==> src/rtl/way_alloc_ctrl.sv <==
// way_alloc_ctrl: 4-way set-associative tag/valid/age store with a
// lookup -> fill -> update controller. One request is outstanding at a
// time, so a request always sees every update made by the ones before it.
// Optional build macro: WAY_ALLOC_STATS_EN adds saturating 16-bit
// hit_cnt / miss_cnt counters for access requests.
module way_alloc_ctrl #(
    parameter int SETS  = 16,
    parameter int TAG_W = 12,
    localparam int SET_W = $clog2(SETS)
) (
    input  logic             clk,
    input  logic             rst,
    input  logic             req_valid,
    output logic             req_ready,
    input  logic [SET_W-1:0] req_set,
    input  logic [TAG_W-1:0] req_tag,
    input  logic             req_op,
    output logic             fill_req,
    output logic [1:0]       fill_way,
    input  logic             fill_done,
    output logic             evict_valid,
    output logic [TAG_W-1:0] evict_tag,
    output logic             resp_valid,
    output logic             resp_hit,
    output logic [1:0]       resp_way
`ifdef WAY_ALLOC_STATS_EN
    ,
    output logic [15:0]      hit_cnt,
    output logic [15:0]      miss_cnt
`endif
);

    typedef enum logic [1:0] {IDLE, LOOKUP, FILL, UPDATE} state_t;

    state_t             state_q, state_d;
    logic [SET_W-1:0]   set_q, set_d;
    logic [TAG_W-1:0]   lat_tag_q, lat_tag_d;
    logic               op_q, op_d;
    logic               hit_q, hit_d;
    logic [1:0]         way_q, way_d;
    logic               ev_valid_q, ev_valid_d;
    logic [TAG_W-1:0]   ev_tag_q, ev_tag_d;

    logic               valid_q [SETS][4];
    logic               valid_d [SETS][4];
    logic [TAG_W-1:0]   tags_q  [SETS][4];
    logic [TAG_W-1:0]   tags_d  [SETS][4];
    logic [1:0]         age_q   [SETS][4];
    logic [1:0]         age_d   [SETS][4];

`ifdef WAY_ALLOC_STATS_EN
    logic [15:0]        hit_cnt_q, hit_cnt_d;
    logic [15:0]        miss_cnt_q, miss_cnt_d;
`endif

    logic               hit_found;
    logic [1:0]         hit_way;
    logic               inv_found;
    logic [1:0]         inv_way;
    logic [1:0]         lru_way;
    logic [1:0]         victim;
    logic [1:0]         old_age;

    // Tag match and victim choice for the latched set (lowest index wins).
    always_comb begin
        hit_found = 1'b0;
        hit_way   = 2'd0;
        inv_found = 1'b0;
        inv_way   = 2'd0;
        lru_way   = 2'd0;
        for (int w = 3; w >= 0; w--) begin
            if (valid_q[set_q][w] && (tags_q[set_q][w] == lat_tag_q)) begin
                hit_found = 1'b1;
                hit_way   = 2'(w);
            end
            if (!valid_q[set_q][w]) begin
                inv_found = 1'b1;
                inv_way   = 2'(w);
            end
            if (age_q[set_q][w] == 2'd3) begin
                lru_way = 2'(w);
            end
        end
        victim  = inv_found ? inv_way : lru_way;
        old_age = age_q[set_q][way_q];
    end

    // Next-state logic: controller sequencing plus store and age updates.
    always_comb begin
        state_d    = state_q;
        set_d      = set_q;
        lat_tag_d  = lat_tag_q;
        op_d       = op_q;
        hit_d      = hit_q;
        way_d      = way_q;
        ev_valid_d = ev_valid_q;
        ev_tag_d   = ev_tag_q;
        valid_d    = valid_q;
        tags_d     = tags_q;
        age_d      = age_q;
`ifdef WAY_ALLOC_STATS_EN
        hit_cnt_d  = hit_cnt_q;
        miss_cnt_d = miss_cnt_q;
`endif
        case (state_q)
            IDLE: begin
                if (req_valid) begin
                    set_d     = req_set;
                    lat_tag_d = req_tag;
                    op_d      = req_op;
                    state_d   = LOOKUP;
                end
            end
            LOOKUP: begin
                if (hit_found) begin
                    hit_d   = 1'b1;
                    way_d   = hit_way;
                    state_d = UPDATE;
                end else if (op_q) begin
                    hit_d   = 1'b0;
                    way_d   = 2'd0;
                    state_d = UPDATE;
                end else begin
                    hit_d      = 1'b0;
                    way_d      = victim;
                    ev_valid_d = valid_q[set_q][victim];
                    ev_tag_d   = tags_q[set_q][victim];
                    state_d    = FILL;
                end
            end
            FILL: begin
                if (fill_done) begin
                    tags_d[set_q][way_q]  = lat_tag_q;
                    valid_d[set_q][way_q] = 1'b1;
                    state_d               = UPDATE;
                end
            end
            UPDATE: begin
                if (op_q) begin
                    if (hit_q) begin
                        valid_d[set_q][way_q] = 1'b0;
                    end
                end else begin
                    for (int w = 0; w < 4; w++) begin
                        if (2'(w) == way_q) begin
                            age_d[set_q][w] = 2'd0;
                        end else if (age_q[set_q][w] < old_age) begin
                            age_d[set_q][w] = age_q[set_q][w] + 2'd1;
                        end
                    end
`ifdef WAY_ALLOC_STATS_EN
                    if (hit_q) begin
                        if (hit_cnt_q != 16'hFFFF) hit_cnt_d = hit_cnt_q + 16'd1;
                    end else begin
                        if (miss_cnt_q != 16'hFFFF) miss_cnt_d = miss_cnt_q + 16'd1;
                    end
`endif
                end
                state_d = IDLE;
            end
            default: state_d = IDLE;
        endcase
    end

    // State register; reset empties every set and seeds ages 0,1,2,3.
    always_ff @(posedge clk or posedge rst) begin
        if (rst) begin
            state_q    <= IDLE;
            set_q      <= '0;
            lat_tag_q  <= '0;
            op_q       <= 1'b0;
            hit_q      <= 1'b0;
            way_q      <= 2'd0;
            ev_valid_q <= 1'b0;
            ev_tag_q   <= '0;
            for (int s = 0; s < SETS; s++) begin
                for (int w = 0; w < 4; w++) begin
                    valid_q[s][w] <= 1'b0;
                    tags_q[s][w]  <= '0;
                    age_q[s][w]   <= 2'(w);
                end
            end
`ifdef WAY_ALLOC_STATS_EN
            hit_cnt_q  <= '0;
            miss_cnt_q <= '0;
`endif
        end else begin
            state_q    <= state_d;
            set_q      <= set_d;
            lat_tag_q  <= lat_tag_d;
            op_q       <= op_d;
            hit_q      <= hit_d;
            way_q      <= way_d;
            ev_valid_q <= ev_valid_d;
            ev_tag_q   <= ev_tag_d;
            valid_q    <= valid_d;
            tags_q     <= tags_d;
            age_q      <= age_d;
`ifdef WAY_ALLOC_STATS_EN
            hit_cnt_q  <= hit_cnt_d;
            miss_cnt_q <= miss_cnt_d;
`endif
        end
    end

    // Outputs decode from the state so they read zero outside their phase.
    always_comb begin
        req_ready   = (state_q == IDLE);
        fill_req    = (state_q == FILL);
        fill_way    = fill_req ? way_q : 2'd0;
        evict_valid = fill_req & ev_valid_q;
        evict_tag   = fill_req ? ev_tag_q : '0;
        resp_valid  = (state_q == UPDATE);
        resp_hit    = resp_valid & hit_q;
        resp_way    = resp_valid ? way_q : 2'd0;
    end

`ifdef WAY_ALLOC_STATS_EN
    assign hit_cnt  = hit_cnt_q;
    assign miss_cnt = miss_cnt_q;
`endif

endmodule

==> config.mk <==
export PLATFORM = sky130hd
export DESIGN_NAME = way_alloc_ctrl
export DESIGN_NICKNAME = d
export VERILOG_FILES = /design/src/rtl/way_alloc_ctrl.sv
export SDC_FILE = /design/constraint.sdc
export NUM_CORES = 2
export LEC_CHECK = 0
export CAP_MARGIN = 30
export CORE_ASPECT_RATIO = 0.75
export CORE_UTILIZATION = 40
export DETAILED_ROUTE_END_ITERATION = 8
export MAX_ROUTING_LAYER = met4
export SYNTH_ARGS = -nofsm -noshare
export SYNTH_HDL_FRONTEND = slang
export SYNTH_SLANG_ARGS = --single-unit
==> constraint.sdc <==
create_clock -name clk -period 44.5 [get_ports clk]
set_clock_uncertainty 0.05 [all_clocks]
set_input_delay 8.9 -clock clk [delete_from_list [all_inputs] [get_ports clk]]
set_output_delay 8.9 -clock clk [all_outputs]
set_load 0.01 [all_outputs]
# After elaboration in Yosys (flattened, before gate mapping)
# Cells that the tools add are included.
# word_totals
word_cells,353
out_inout_bits,21
inputBits,21
reg_bits,995
# op_classes
magnitude_cmp,9
add_sub_neg,4
n_reduce_logical,15
muxes,89
n_eq_ne,18
bitwise,18
# op_table
op,n
2-to-1 mux 128 bit,14
bitwise mux 768 bit,1
bitwise AND 128 bit,4
bitwise mux 128 bit,4
NOT 128 bit,4
binary-select mux 48 bit (select 4 bit),1
demux 48 bit (select 4 bit),1
2-to-1 mux 64 bit,3
2-to-1 mux 48 bit,3
demux 8 bit (select 4 bit),4
one-hot mux 64 bit (2 select lines),1
bitwise AND 64 bit,1
NOT 64 bit,1
OR 64 bit,1
== test 12 bit,4
2-to-1 mux 12 bit,4
2-to-1 mux 2 bit,22
binary-select mux 8 bit (select 4 bit),1
binary-select mux 12 bit (select 2 bit),1
demux 12 bit (select 2 bit),1
2-to-1 mux 8 bit,3
binary-select mux 4 bit (select 4 bit),1
demux 4 bit (select 4 bit),1
2-to-1 mux 4 bit,4
28 further kinds,68

# Logic depth before layout (Yosys ltp)
# logic_depth
ltp_word,25
mapped_depth,20
depth_no_buf,13

# Least setup slack after synthesis
# OpenSTA, ideal clock, no wires.
# synth_timing
path_type,reg-to-output
from,register state_q[0]
to,output resp_hit
setup_slack_ns,33.986
stages_incl_launch_ff,6
n_path_buf,3
arrival_time_ns,1.564
required_time_ns,35.550
path_cell_list,dfrtp_1 > ha_1 > clkbuf_1 > clkbuf_1 > clkbuf_1 > and2_1
# synth_via
elab_chain_cells,2
# synth_rtl
item,line_no,text
start: declaration,35,"state_t state_q, state_d;"
start signal: assignment,188,state_q <= state_d;
== test 2 bit,213,resp_valid = (state_q == UPDATE);
named net resp_valid,23,"output logic resp_valid,"
bitwise AND 1 bit,214,resp_hit = resp_valid & hit_q;
end: declaration,24,"output logic resp_hit,"
# The timed path passes the listed nets, and every way through them passes these cells.

==> flow_summary.toml <==
[clock_network]
tritoncts = "done"
htree_num_levels = 3
post_cts_resized = 0
clk_path_buf_depth = 3
cts_sinks = 995
cts-buffers-inserted = 97
clock-root-buffer = "clkbuf_16"
path_clk_slew_ps = 60
holdBufCountCts = 0
post_cts_buffers = 0
clk_latency_ps = 720

[layout]
layout-drive-gt1-share = 0.3512
syn_to_final_growth_pct = 10.93
nNetsFinal = 3670
stdcell_area_mm2 = 0.05344

[flow_run]
max_cap_viol_count = 0

[synthesis]
synth_warnings = 0
yosysMostFrequentCell = "dfrtp_1"
syn_nets = 3748
yosys.area.top_type = "dfrtp_1"
synth_flop_cell = "dfrtp_1"
synth_top_area_frac = 0.4835
postSynthAreaPerCell_um2 = 12.97
synth_common_cells = "931 x dfrtp_1, 722 x mux2_2, 401 x nand2_1"
synth.distinct_cells = 81
synth_seq_cells = 995
syn_area_mm2 = 0.04818
seq_area_frac_synth = 0.5185
syn_inst = 3715
synth_edf_count = 0
async_flop_share = 1.000
synth.area.top_cells = "dfrtp_1 48%, mux2_2 17%, mux4_2 8.9%, dfstp_2 3.5%, mux2i_1 3.3%"

[placed_design]
io_buffers = 41
placed_area_mm2 = 0.04993
gp_congestion = 0.8883
dp_hpwl_um = 87830

[power]
power_density_mw_per_mm2 = 60.95
ir_drop_mv = 0.04796
total_power_mw = 3.257
p_leak_nw = 24.27

[worst_setup_path]
cp.arrival_ps = 13470
crit_type = "input pin to async pin"
worstPathCellList = "clkdlybuf4s50_1 -> inv_8 -> buf_4 -> buf_12 -> buf_4 -> buf_12 -> buf_4"
timing.rr.start = "set_q[0]"
cp.buffers_inverters = 7
worstPathRequired_ps = 45220
crit_slowest_cell = "buf_4"
cp-end-kind = "async pin"
crit_start = "rst"
max_stage_delay_ps = 860
critPathMostFrequentCell = "buf_4"
cp_max_fo = 165
critical_path.top_delay_family = "buffers and inverters"
start_kind = "input pin"
r2r_slack_ps = 38800

[floorplanning]
die_h_um = 302.6
core_mm2 = 0.1187
die_w_um = 402.8
die_area_mm2 = 0.1219
initial_core_util = 0.4061
core.rowCount = 109
ios = 42

[hold_path]
min_path_type = "flop to flop"
hold_start = "tags_q[651]"

[route]
route.met3.wl_um = 9720
ant_nets = 0
drt_iter0_markers = 3140
routedWlPerCell_um = 26.10
drt-vias-per-instance = 5.853
routed-wl-met2_um = 60370
drt_wl_total_um = 137700
first_pass_iters = 7
topRoutingLayerUsed = "met4"
route.detailed.drc = 0
via_count = 30878
wirelength_met1_um = 64740

[timing]
setup_violations = 0
finalHoldViolations = 0
rsz0062_at_grt = "false"
finalCritPeriodShare = 0.2867
period_minus_slack_ps = 12760
max_slew_margin = 0.3256
report.final.slew_viol_count = 0
fin_tns_setup_ps = 0
fmaxAchievable_mhz = 78.39
worst-slew-pin-transition_ps = 1009

[global_route]
antenna_found_initial = 2
grt_usage = 0.2360
gr-total-overflow = 0
grt_first_pass_wirelength_um = 210200
grt_pass1_vias = 30746
grt_max_degree = 166

[status]
outcome = "finished, final reports clean"
[final timing paths]
path	end	cells past startpoint
setup / recovery	age_q[102]	7
hold / removal	tags_q[651]	2
setup reg to reg	ev_tag_q[10]	13
hold reg to reg	tags_q[651]	2
max in group clk	evict_tag[6]	4
min in group asynchronous	tags_q[26]	2
[per-layer routing]
metal	GRT usage	vias up
met2	0.3381	980
met1	0.3462	16379
met5	-	-
met3	0.04507	187
li1	-	13332
met4	0.05278	0
[worst reg2reg max path, stage by stage, from the launching register on]
cell	delay [ps]
dfrtp_4	930
buf_4	840
mux4_1	740
mux4_2	620
ha_1	280
o21bai_1	170
a22oi_1	200
o21a_2	160
buf_4	460
o31ai_1	160
a2111oi_0	470
buf_4	210
a21oi_1	40
mux2_2	270
[power breakdown]
group	switching, mW	internal, mW	total, mW
registers	0.127	1.04	1.17
logic	0.775	0.440	1.21
clock network	0.371	0.506	0.876
[kinds of logic after synthesis]
kind of cell               count (synthesis)  synth area share
xor gates and xnor gates                  68           0.01236
AOI/OAI and AO/OA                        560           0.07155
adders and majority gates                 12          0.003116
and+or+nand+nor                          624           0.05524
buffers and inverters                    351           0.03563
muxes                                   1105            0.3037
DFF                                      995            0.5185
[placed cells by master, fill, tap and decap left out, types with 41 or more instances in the layout]
cell | netlist | layout
mux2_2 | 722 | 722
mux2i_1 | 160 | 160
o31ai_1 | 67 | 67
a22oi_1 | 56 | 56
clkdlybuf4s50_1 | 0 | 41
nand2_1 | 401 | 400
xnor2_1 | 49 | 49
buf_4 | 31 | 100
o21ai_0 | 295 | 295
clkbuf_16 | 0 | 97
mux4_2 | 190 | 190
a21oi_1 | 42 | 42
dfrtp_1 | 931 | 918
dfstp_2 | 64 | 64
nor2_1 | 88 | 85
[flip-flops by register name, summed over array words and instances, names as in the netlist, named ones only]
name        flops
tags_q        768
age_q         128
ev_tag_q       12
lat_tag_q      12
set_q           4
state_q         2
way_q           2
ev_valid_q      1
hit_q           1
op_q            1
[final cells by class]
cell class / instances / area, µm²
antenna: 1 / 2.502
clock buffer: 147 / 2905
clock inverter: 36 / 506.7
fill: 10773 / 65210
inverter: 19 / 78.83
multi-input combinational: 2369 / 21560
sequential: 995 / 25010
tap: 1554 / 1944
timing repair buffer: 155 / 1445
[metrics by stage]
step	hold slack, ps	util	setup WS [ps]	std cells
2_1_floorplan	391.6	-	7662	3715
3_3_place_gp	405.6	0.4201	29790	5082
3_5_place_dp	413.0	0.4208	29790	5087
4_1_cts	427.0	0.4496	30520	5270
5_1_grt	436.2	0.4504	31130	5275
6_report	426.0	0.4504	31740	5276
(Power assumes the default switching activity.)
